## config.mk

```make
export PLATFORM = sky130hd
export DESIGN_NAME = if_stage
export DESIGN_NICKNAME = d
export VERILOG_FILES = /design/src/rtl/if_stage.sv
export SDC_FILE = /design/constraint.sdc
export NUM_CORES = 1
export LEC_CHECK = 0
export CAP_MARGIN = 5
export CORE_AREA = 2 2 120 122
export CTS_BUF_LIST = sky130_fd_sc_hd__clkbuf_16
export DETAILED_ROUTE_END_ITERATION = 16
export DIE_AREA = 0 0 122 124
export PLACE_DENSITY = 0.79
export SLEW_MARGIN = 15
export SYNTH_ARGS = -nofsm -noshare
export SYNTH_HDL_FRONTEND = slang
export SYNTH_SLANG_ARGS = --single-unit
export TNS_END_PERCENT = 10
```

## constraint.sdc

```tcl
create_clock -name clk -period 3 [get_ports clk]
set_clock_uncertainty 0.05 [all_clocks]
set_input_delay 0.6 -clock clk [delete_from_list [all_inputs] [get_ports clk]]
set_output_delay 0.6 -clock clk [all_outputs]
set_load 0.02 [all_outputs]
```

## src/rtl/if_stage.sv

```systemverilog
// Instruction-fetch stage: PC register, next-PC selection and the IF/ID pipeline register.
// Optional performance counters are built only when IF_PERF_CNT_EN is defined.
module if_stage #(
  parameter logic [31:0] RESET_PC  = 32'h0000_0000,
  parameter logic [31:0] NOP_INSTR = 32'h0000_0000,
  parameter int unsigned CNT_W     = 16
) (
  input  logic             clk,
  input  logic             rst_n,
  input  logic             c_PCWrite,
  input  logic             c_IFIDWrite,
  input  logic             IF_Flush,
  input  logic             id_jump,
  input  logic [25:0]      id_jump_index,
  input  logic             id_branch_taken,
  input  logic [31:0]      id_branch_target,
  input  logic [31:0]      imem_instr,
  output logic [31:0]      imem_addr,
  output logic [31:0]      pc,
  output logic [31:0]      if_id_instru,
  output logic [31:0]      if_id_pc_plus4,
  output logic             if_id_valid,
  output logic [CNT_W-1:0] stall_cnt,
  output logic [CNT_W-1:0] flush_cnt
);

  logic [31:0] pc_q;
  logic [31:0] pc_plus4;
  logic [31:0] jump_target;
  logic [31:0] branch_target;
  logic [31:0] pc_next;
  logic [31:0] instr_q;
  logic [31:0] pc_plus4_q;
  logic        valid_q;

  assign pc_plus4      = pc_q + 32'd4;
  // The jump in ID takes its region bits from its own PC+4, held in IF/ID.
  assign jump_target   = {pc_plus4_q[31:28], id_jump_index, 2'b00};
  assign branch_target = id_branch_target & 32'hFFFF_FFFC;

  // A held PC discards any redirect; jump outranks branch.
  always_comb begin
    pc_next = pc_q;
    if (c_PCWrite) begin
      if (id_jump) begin
        pc_next = jump_target;
      end else if (id_branch_taken) begin
        pc_next = branch_target;
      end else begin
        pc_next = pc_plus4;
      end
    end
  end

  always_ff @(posedge clk or negedge rst_n) begin
    if (!rst_n) begin
      pc_q <= RESET_PC;
    end else begin
      pc_q <= pc_next;
    end
  end

  // A held IF/ID also ignores IF_Flush so a stalled instruction is never lost.
  always_ff @(posedge clk or negedge rst_n) begin
    if (!rst_n) begin
      instr_q    <= NOP_INSTR;
      pc_plus4_q <= 32'd0;
      valid_q    <= 1'b0;
    end else if (c_IFIDWrite) begin
      pc_plus4_q <= pc_plus4;
      if (IF_Flush) begin
        instr_q <= NOP_INSTR;
        valid_q <= 1'b0;
      end else begin
        instr_q <= imem_instr;
        valid_q <= 1'b1;
      end
    end
  end

  assign pc             = pc_q;
  assign imem_addr      = pc_q;
  assign if_id_instru   = instr_q;
  assign if_id_pc_plus4 = pc_plus4_q;
  assign if_id_valid    = valid_q;

`ifdef IF_PERF_CNT_EN
  localparam logic [CNT_W-1:0] CNT_ONE = {{(CNT_W-1){1'b0}}, 1'b1};
  localparam logic [CNT_W-1:0] CNT_MAX = {CNT_W{1'b1}};

  logic [CNT_W-1:0] stall_q;
  logic [CNT_W-1:0] flush_q;

  // Both counters saturate rather than wrap.
  always_ff @(posedge clk or negedge rst_n) begin
    if (!rst_n) begin
      stall_q <= '0;
      flush_q <= '0;
    end else begin
      if (!c_PCWrite && (stall_q != CNT_MAX)) begin
        stall_q <= stall_q + CNT_ONE;
      end
      if (IF_Flush && c_IFIDWrite && (flush_q != CNT_MAX)) begin
        flush_q <= flush_q + CNT_ONE;
      end
    end
  end

  assign stall_cnt = stall_q;
  assign flush_cnt = flush_q;
`else
  assign stall_cnt = '0;
  assign flush_cnt = '0;
`endif

endmodule
```

# ---- After elaboration in Yosys (flattened, before gate mapping)
# Index checks and enable logic that the tools add are counted.
dict set report classes {
  n_mux 4
  n_addsub 1
}
# operator n
set op_table {}
lappend op_table {{$mux 32} 3}
lappend op_table {{$add 32x3->32 const B} 1}
lappend op_table {{$mux 1} 1}
dict set report totals {
  word_cells 9
  reg_bits 97
  in_bits 97
  out_inout_bits 161
}

# ---- Longest topological paths before layout
# Gate-level depths: netlist of the first run.
dict set report depth {
  ltp_word 3
  mapped_depth 7
  depth_no_buf 5
}

# ---- Worst setup path after synthesis of the first run
# OpenSTA, ideal clock, no wires.
dict set report synth_timing {
  path_type {register -> register}
  startpoint {register pc_q[2], in the netlist imem_addr[2]}
  endpoint {register pc_plus4_q[28], in the netlist if_id_pc_plus4[28]}
  setup_ps 82
  n_path_buf 1
  period_less_slack_ps 2473
  arrival_ps 2342
  stages_incl_launch_ff 7
  t_required_ps 2868
  path_slack_ps 527
  path_cell_list {dfrtp_1 -> ha_1 -> nand4_4 -> or4_1 -> buf_2 -> or4_1 -> a31oi_1}
}
dict set report synth_between {
  elab_chain_cells 1
}
# element line
set synth_lines {}
lappend synth_lines {{start, declared} 27} ;# logic [31:0] pc_q;
lappend synth_lines {{start signal, assigned} 59} ;# pc_q <= pc_next;
lappend synth_lines {{$add 32x3->32} 36} ;# assign pc_plus4 = pc_q + 32'd4;
lappend synth_lines {{end signal, assigned} 70} ;# pc_plus4_q <= pc_plus4;
lappend synth_lines {{end, declared} 33} ;# logic [31:0] pc_plus4_q;
# No other way between the ends.
# A chain may end at the register's enable or synchronous reset.

# ---- Worst setup path in the final report of the first run
dict set report layout_timing {
  startpoint {register pc_q[3], in the netlist imem_addr[3]}
  endpoint {register pc_plus4_q[28], in the netlist if_id_pc_plus4[28]}
}
# Same word-level chain as after synthesis.

==> results.py, run 1 <==
metrics = {
    "power": {
        "p_seq_frac": 0.375,
        "vdd.ir_drop.worst_mv": 0.3443,
        "leakage_uw": 0.003244,
        "p_total_uw": 4345,
        "clockPowerShare": 0.282,
        "internal_power_uw": 2868,
        "p_switching_uw": 1477,
        "p_sw_frac": 0.3398,
        "power_density_mw_per_mm2": 540.8,
        "comb_power_share": 0.343,
    },
    "worst_setup_path": {
        "cpMostUsedCell": "or4_1",
        "critical_path_required_ns": 3.22,
        "cp_slowest_cell": "or4_1",
        "cp_data_arrival_time_ns": 2.75,
        "r2r_slack_ns": 0.47,
        "cp-end-kind": "flip-flop",
        "crit_buf_inv": 0,
        "crit_family": "simple AND/OR/NAND/NOR gates",
        "startpoint_type": "flip-flop",
        "slowest_delay_ns": 0.83,
        "cp.depth": 5,
        "crit_chain": "ha_1 > nand4_4 > or4_1 > or4_1 > a31oi_1",
        "reg2regPathDepth": 5,
        "path_max_fanout": 18,
        "worstSetupPathType": "flip-flop to flip-flop",
    },
    "floorplan": {
        "die_h_um": 124,
        "design.die.area_mm2": 0.01513,
        "initial_core_util": 0.4137,
        "die_w_um": 122,
        "rows": 43,
        "core_mm2": 0.01372,
        "ios": 258,
    },
    "clock_tree": {
        "cts.sinks": 93,
        "hold_buffers": 0,
        "cts.htree.levels": 3,
        "cts_made_buffers": 9,
        "cts_max_path_buffers": 2,
        "insertion_delay_ns": 0.35,
        "postCtsResizedCells": 0,
        "clk_pin_slew_ns": 0.07,
        "cts-root-buf": "clkbuf_16",
        "cts_tree": "built",
        "postCtsSetupBuffers": 0,
    },
    "detailed_routing": {
        "viasPerCell": 5.296,
        "wl_per_cell_um": 16.99,
        "firstDrtPassIters": 5,
        "antenna_left": 0,
        "drt_first_iter_violations": 392,
        "route.detailed.drc": 0,
        "totalWireLength_mm": 16.99,
        "vias": 5296,
    },
    "hold_path": {
        "hold_path.class": "input port to asynchronous set/reset pin",
    },
    "synthesis": {
        "ys.flop_type": "dfrtp_1",
        "synthTopCellsByArea": "dfrtp_1 (41%), buf_4 (9.0%), nand3b_1 (4.5%)",
        "syn_area_mm2": 0.005675,
        "synth_seq_area_share": 0.4101,
        "synthArstFlopShare": 1.000,
        "yosysUniqueCellTypes": 51,
        "synth-seq-cells": 93,
        "syn_area_per_cell_um2": 8.854,
        "yosysTopAreaCell": "dfrtp_1",
        "synth-edff-count": 0,
        "syn_inst": 641,
        "synth_warnings": 0,
        "synth_top_area_frac": 0.4101,
    },
    "sta": {
        "whs_ns": 0.1050,
        "hold_viol": 0,
        "tns_ns": 0,
        "tightest_slew_ns": 0.7975,
        "finalMaxSlewViolations": 0,
        "clock.fmax_ghz": 0.3951,
        "period_minus_slack_ns": 2.531,
        "rsz0062_at_grt": "false",
        "slew_headroom": 0.4664,
        "setup_viol": 0,
        "min_period_over_period": 0.8436,
    },
    "global_routing": {
        "grt_start_max_net_pins": 62,
        "grt.total_usage": 0.2243,
        "grt-ovfl-total": 0,
        "grt_pass1_vias": 4866,
        "antenna_found_initial": 0,
        "gr-usage-met2": 0.3603,
        "use_met1": 0.2979,
        "use_met3": 0.05403,
        "grt_pass1_wl_mm": 26.30,
        "grt_busiest_layer": "met2",
    },
    "flow_run": {
        "drv_cap": 0,
    },
    "cells_and_area": {
        "layout-drive-gt1-share": 0.06829,
        "final_util": 0.5857,
        "nNetsFinal": 913,
        "syn_to_final_growth_pct": 41.58,
        "final_cells": 1000,
        "fillerInstances": 1224,
        "n_antenna_cell": 0,
    },
    "outcome": {
        "outcome": "complete, no violations",
    },
    "placed_design": {
        "place_congestion": 0.8357,
        "hpwl_mm": 12.48,
        "port_buffers": 217,
        "dp_cells": 984,
    },
}
state kept, by name, summed over array words and instances, names as in the netlist:
signal          flops
if_id_instru       32
if_id_pc_plus4     30
imem_addr          30
if_id_valid         1
power by group through the flow:
stage / Clock (uW) / Sequential (uW) / Combinational, uW
CTS: 1260 / 1630 / 1500
floorplan: 0 / 1810 / 655
detailed placement: 0 / 1650 / 1500
finish: 1230 / 1630 / 1490
global placement: 0 / 1640 / 1480
global route: 1310 / 1650 / 1600
placed cells by master, fill, tap and decap left out, types with 4 or more instances in the layout:
cell type,n
a21oi_1,17
a222oi_1,4
a22o_1,17
a311o_1,5
a31o_2,4
a31oi_1,18
and3_1,7
and4_1,6
buf_4,25
clkbuf_16,9
clkdlybuf4s50_1,213
conb_1,38
dfrtp_1,93
inv_1,45
mux2i_1,16
nand2_1,21
nand3_1,18
nand3b_1,34
nand4_1,20
nor2_1,49
nor3_1,11
o211ai_1,8
o21ai_0,48
o2bb2ai_1,4
o311ai_0,5
o31ai_1,7
or3_1,12
or4_1,10
xnor2_1,9
area by class of cell:
cell class / instances / area [um2] / area share
timing repair buffer: 242 / 2370 / 0.2949
clock inverter: 7 / 90.09 / 0.01121
inverter: 45 / 168.9 / 0.02102
sequential: 93 / 2327 / 0.2896
tap: 180 / 225.2 / 0.02803
clock buffer: 9 / 225.2 / 0.02803
multi-input combinational: 424 / 2629 / 0.3272
layer usage:
metal  up-vias  part of all wire
met3        21             0.078
met1      2496              0.43
met2       225              0.47
met4         0             0.018
li1       2554                 -
met5         -                 0
synthesized netlist by cell type, types with 2 or more instances:
master and n:
and2_1 3, a21oi_1 17, nand3b_1 34, o21a_1 2, a311o_1 5, o21ai_0 48, o311ai_0 5, nand3_1 18
xnor2_1 9, o2bb2ai_1 4, and4_1 6, a211o_1 3, clkbuf_1 41, mux2_2 2, nand4_1 20, o31ai_1 7
nor3_1 11, a31o_2 4, xor2_1 3, a22o_1 17, a22oi_1 3, inv_1 44, o211ai_1 8, dfrtp_1 93
nor4_1 3, nand2_1 21, buf_2 6, buf_4 68, nor2b_1 4, and3_1 7, or2_2 2, a222oi_1 4
a31oi_1 18, or3_1 12, or4_1 10, mux2i_1 16, nor2_1 49
through the flow:
step	setup slack, ns	cell area [um2]
2_1_floorplan	0.5266	5814
3_3_place_gp	0.5064	7720
3_5_place_dp	0.4262	7720
4_1_cts	0.4448	8035
5_1_grt	0.3080	8035
6_report	0.4691	8035
cell families after synthesis:
| kind of cell | share of synthesized area |
|---|---|
| AND/OR/NAND/NOR | 0.2024 |
| buffers and inverters | 0.1528 |
| multiplexers | 0.03219 |
| XOR/XNOR | 0.01852 |
| flip-flops | 0.4101 |
| AO/OA/AOI/OAI | 0.1812 |
| other | 0.0006607 |
| adder cells (fa/ha/maj) | 0.002204 |
final timing paths:
check,endpoint,from
setup reg to reg,if_id_pc_plus4[28],imem_addr[3]
setup / recovery,if_id_pc_plus4[28],imem_addr[3]
max in group asynchronous,imem_addr[7],rst_n
min in group clk,if_id_pc_plus4[2],if_id_pc_plus4[2]
hold reg to reg,if_id_pc_plus4[2],if_id_pc_plus4[2]
hold / removal,if_id_pc_plus4[26],rst_n
Note: power is estimated with default switching activity, not from simulation.
==> run 2: changes to the inputs <==
--- a/config.mk
+++ b/config.mk
@@ -6,11 +6,11 @@
 export NUM_CORES = 1
 export LEC_CHECK = 0
 export CAP_MARGIN = 5
-export CORE_AREA = 2 2 120 122
+export CORE_AREA = 2 2 126 128
 export CTS_BUF_LIST = sky130_fd_sc_hd__clkbuf_16
 export DETAILED_ROUTE_END_ITERATION = 16
-export DIE_AREA = 0 0 122 124
-export PLACE_DENSITY = 0.79
+export DIE_AREA = 0 0 128 130
+export PLACE_DENSITY = 0.76
 export SLEW_MARGIN = 15
 export SYNTH_ARGS = -nofsm -noshare
 export SYNTH_HDL_FRONTEND = slang
==> constraint.sdc (replaced) <==
create_clock -name clk -period 2.1 [get_ports clk]
set_clock_uncertainty 0.05 [all_clocks]
set_input_delay 0.42 -clock clk [delete_from_list [all_inputs] [get_ports clk]]
set_output_delay 0.42 -clock clk [all_outputs]
set_load 0.02 [all_outputs]
==> results.py, run 2 (synthesized netlist as in run 1, its figures left out) <==
metrics = {
    "clock_tree": {
        "cts.sinks": 93,
        "cts.htree.levels": 3,
        "insertion_delay_ns": 0.36,
        "clk_pin_slew_ns": 0.07,
        "cts_max_path_buffers": 2,
        "cts-root-buf": "clkbuf_16",
        "cts_tree": "built",
        "cts_made_buffers": 9,
    },
    "detailed_routing": {
        "totalWireLength_mm": 18.22,
        "firstDrtPassIters": 5,
        "vias": 5431,
        "route.detailed.drc": 0,
        "antenna_left": 0,
        "viasPerCell": 5.187,
        "drt_first_iter_violations": 245,
        "wl_per_cell_um": 17.41,
    },
    "sta": {
        "setup_viol": 0,
        "finalMaxSlewViolations": 0,
        "rsz0062_at_grt": "true",
        "clock.fmax_ghz": 0.4895,
        "period_minus_slack_ns": 2.043,
        "min_period_over_period": 0.9727,
        "hold_viol": 0,
        "tightest_slew_ns": 0.9601,
        "slew_headroom": 0.3571,
    },
    "power": {
        "clockPowerShare": 0.256,
        "p_switching_uw": 2217,
        "leakage_uw": 0.003388,
        "vdd.ir_drop.worst_mv": 0.4230,
        "comb_power_share": 0.379,
        "power_density_mw_per_mm2": 743.9,
        "p_sw_frac": 0.3582,
        "p_seq_frac": 0.366,
        "internal_power_uw": 3972,
    },
    "worst_setup_path": {
        "crit_chain": "buf_4 > clkdlybuf4s50_1",
        "path_max_fanout": 6,
        "worstSetupPathType": "flip-flop to primary output",
        "crit_family": "buffers and inverters",
        "cp_slowest_cell": "clkdlybuf4s50_1",
        "slowest_delay_ns": 0.61,
        "cp-end-kind": "primary output",
        "cp_data_arrival_time_ns": 1.57,
        "crit_buf_inv": 2,
        "startpoint_type": "flip-flop",
        "critical_path_required_ns": 1.63,
    },
    "floorplan": {
        "rows": 46,
        "initial_core_util": 0.3679,
        "die_w_um": 128,
        "design.die.area_mm2": 0.01664,
        "core_mm2": 0.01542,
        "die_h_um": 130,
        "ios": 258,
    },
    "cells_and_area": {
        "final_area_mm2": 0.008319,
        "layout-drive-gt1-share": 0.1205,
        "n_antenna_cell": 0,
        "final_cells": 1047,
        "final_cell_mix": "clkdlybuf4s50_1 (213), dfrtp_1 (87), buf_4 (58)",
        "mostFrequentLayoutCell": "clkdlybuf4s50_1",
        "syn_to_final_growth_pct": 46.58,
        "largest_reg_flops": 32,
        "nNetsFinal": 948,
    },
    "hold_path": {
        "hold_path.class": "flip-flop to flip-flop",
    },
    "placed_design": {
        "hpwl_mm": 13.32,
        "port_buffers": 217,
        "place_congestion": 0.8432,
        "dpl_cell_area_mm2": 0.007984,
        "dp_cells": 1026,
    },
    "global_routing": {
        "grt.total_usage": 0.2190,
        "grt_start_max_net_pins": 44,
        "grt_pass1_wl_mm": 28.10,
        "grt-ovfl-total": 0,
        "grt_pass1_vias": 5102,
        "antenna_found_initial": 1,
    },
    "flow_run": {
        "drv_cap": 0,
    },
    "outcome": {
        "outcome": "complete, no violations",
    },
}
-- run 2: cell types whose count changed in the layout (fill, tap and decap cells not counted), sizes merged --
| cell | delta |
|---|---|
| inv | -1 |
| dlygate4sd3 | +1 |
| bufinv | -2 |
| clkinvlp | +1 |
| buf | +34 |
| clkinv | +2 |
-- run 2: power groups by stage --
| stage | sequential (uW) | clock, uW | combinational (uW) |
|---|---|---|---|
| 2_1_floorplan | 2590 | 0 | 948 |
| 3_3_place_gp | 2290 | 0 | 2310 |
| 3_5_place_dp | 2300 | 0 | 2320 |
| 4_1_cts | 2260 | 1610 | 2350 |
| 5_1_grt | 2300 | 1700 | 2510 |
| 6_report | 2260 | 1580 | 2340 |
-- run 2: area by class of cell --
class | count | area (um2)
Inverter | 45 | 168.9
Timing Repair Buffer | 277 | 2639
Tap cell | 192 | 240.2
Clock buffer | 9 | 225.2
Fill cell | 1419 | 7106
Sequential cell | 93 | 2335
Clock inverter | 7 | 51.30
Multi-Input combinational cell | 424 | 2660
-- run 2: what timing repair did --
action	CTS	global route
buffers inserted	2	2
hold buffers	1	0
resized for setup	3	3
pin swaps	0	2
hold endpoints to repair	34	0
setup endpoints to repair	5	7
-- run 2: path summary, 6_finish.rpt --
path	cells past startpoint	endpoint	from	slack, ns
worst max-delay path	2	imem_addr[5]	imem_addr[5]	0.06
worst min-delay path	1	if_id_pc_plus4[3]	if_id_pc_plus4[3]	0.46
worst max register to register	6	if_id_pc_plus4[28]	imem_addr[2]	0.08
worst min register to register	1	if_id_pc_plus4[3]	if_id_pc_plus4[3]	0.46
max in group asynchronous	3	imem_addr[8]	rst_n	0.91
min in group asynchronous	2	if_id_instru[12]	rst_n	0.53
-- run 2: metrics by stage --
stage | setup slack [ns] | total power, uW | setup TNS, ns | utilization | hold WS, ns
2_1_floorplan | -0.03343 | 3542 | -0.1016 | - | 0.07441
3_3_place_gp | -0.1863 | 4593 | -2.137 | 0.5176 | 0.3728
5_1_grt | -0.03665 | 6507 | -0.03665 | 0.5393 | 0.4862
6_report | 0.05728 | 6189 | 0 | 0.5393 | 0.4632
4_1_cts | 0.01893 | 6221 | 0 | 0.5377 | 0.4639
3_5_place_dp | -0.2596 | 4619 | -3.180 | 0.5176 | 0.3708
-- run 2: routing by layer --
layer / wire length [um] / part of all wire / global-route usage
met5: 13 / 0.00071 / 0
met4: 247 / 0.014 / 0.05753
met3: 1140 / 0.063 / 0.04510
met2: 8712 / 0.48 / 0.3592
met1: 8110 / 0.45 / 0.2970
-- run 2: worst register-to-register path, stage by stage, from the launching register on --
cell,delay [ns]
dfrtp_2,0.41
ha_4,0.18
nand4_4,0.09
or4_4,0.43
buf_6,0.17
or4_1,0.47
a31oi_1,0.16
==> run 3: changes to the inputs <==
--- a/config.mk
+++ b/config.mk
@@ -8,8 +8,10 @@
 export CAP_MARGIN = 5
 export CORE_AREA = 2 2 126 128
 export CTS_BUF_LIST = sky130_fd_sc_hd__clkbuf_16
+export CTS_CLUSTER_SIZE = 12
 export DETAILED_ROUTE_END_ITERATION = 16
 export DIE_AREA = 0 0 128 130
+export HOLD_SLACK_MARGIN = 0.15
 export PLACE_DENSITY = 0.76
 export SLEW_MARGIN = 15
 export SYNTH_ARGS = -nofsm -noshare
==> results of run 3 <==
Final layout, timing and power as in run 2 (identical DEF).
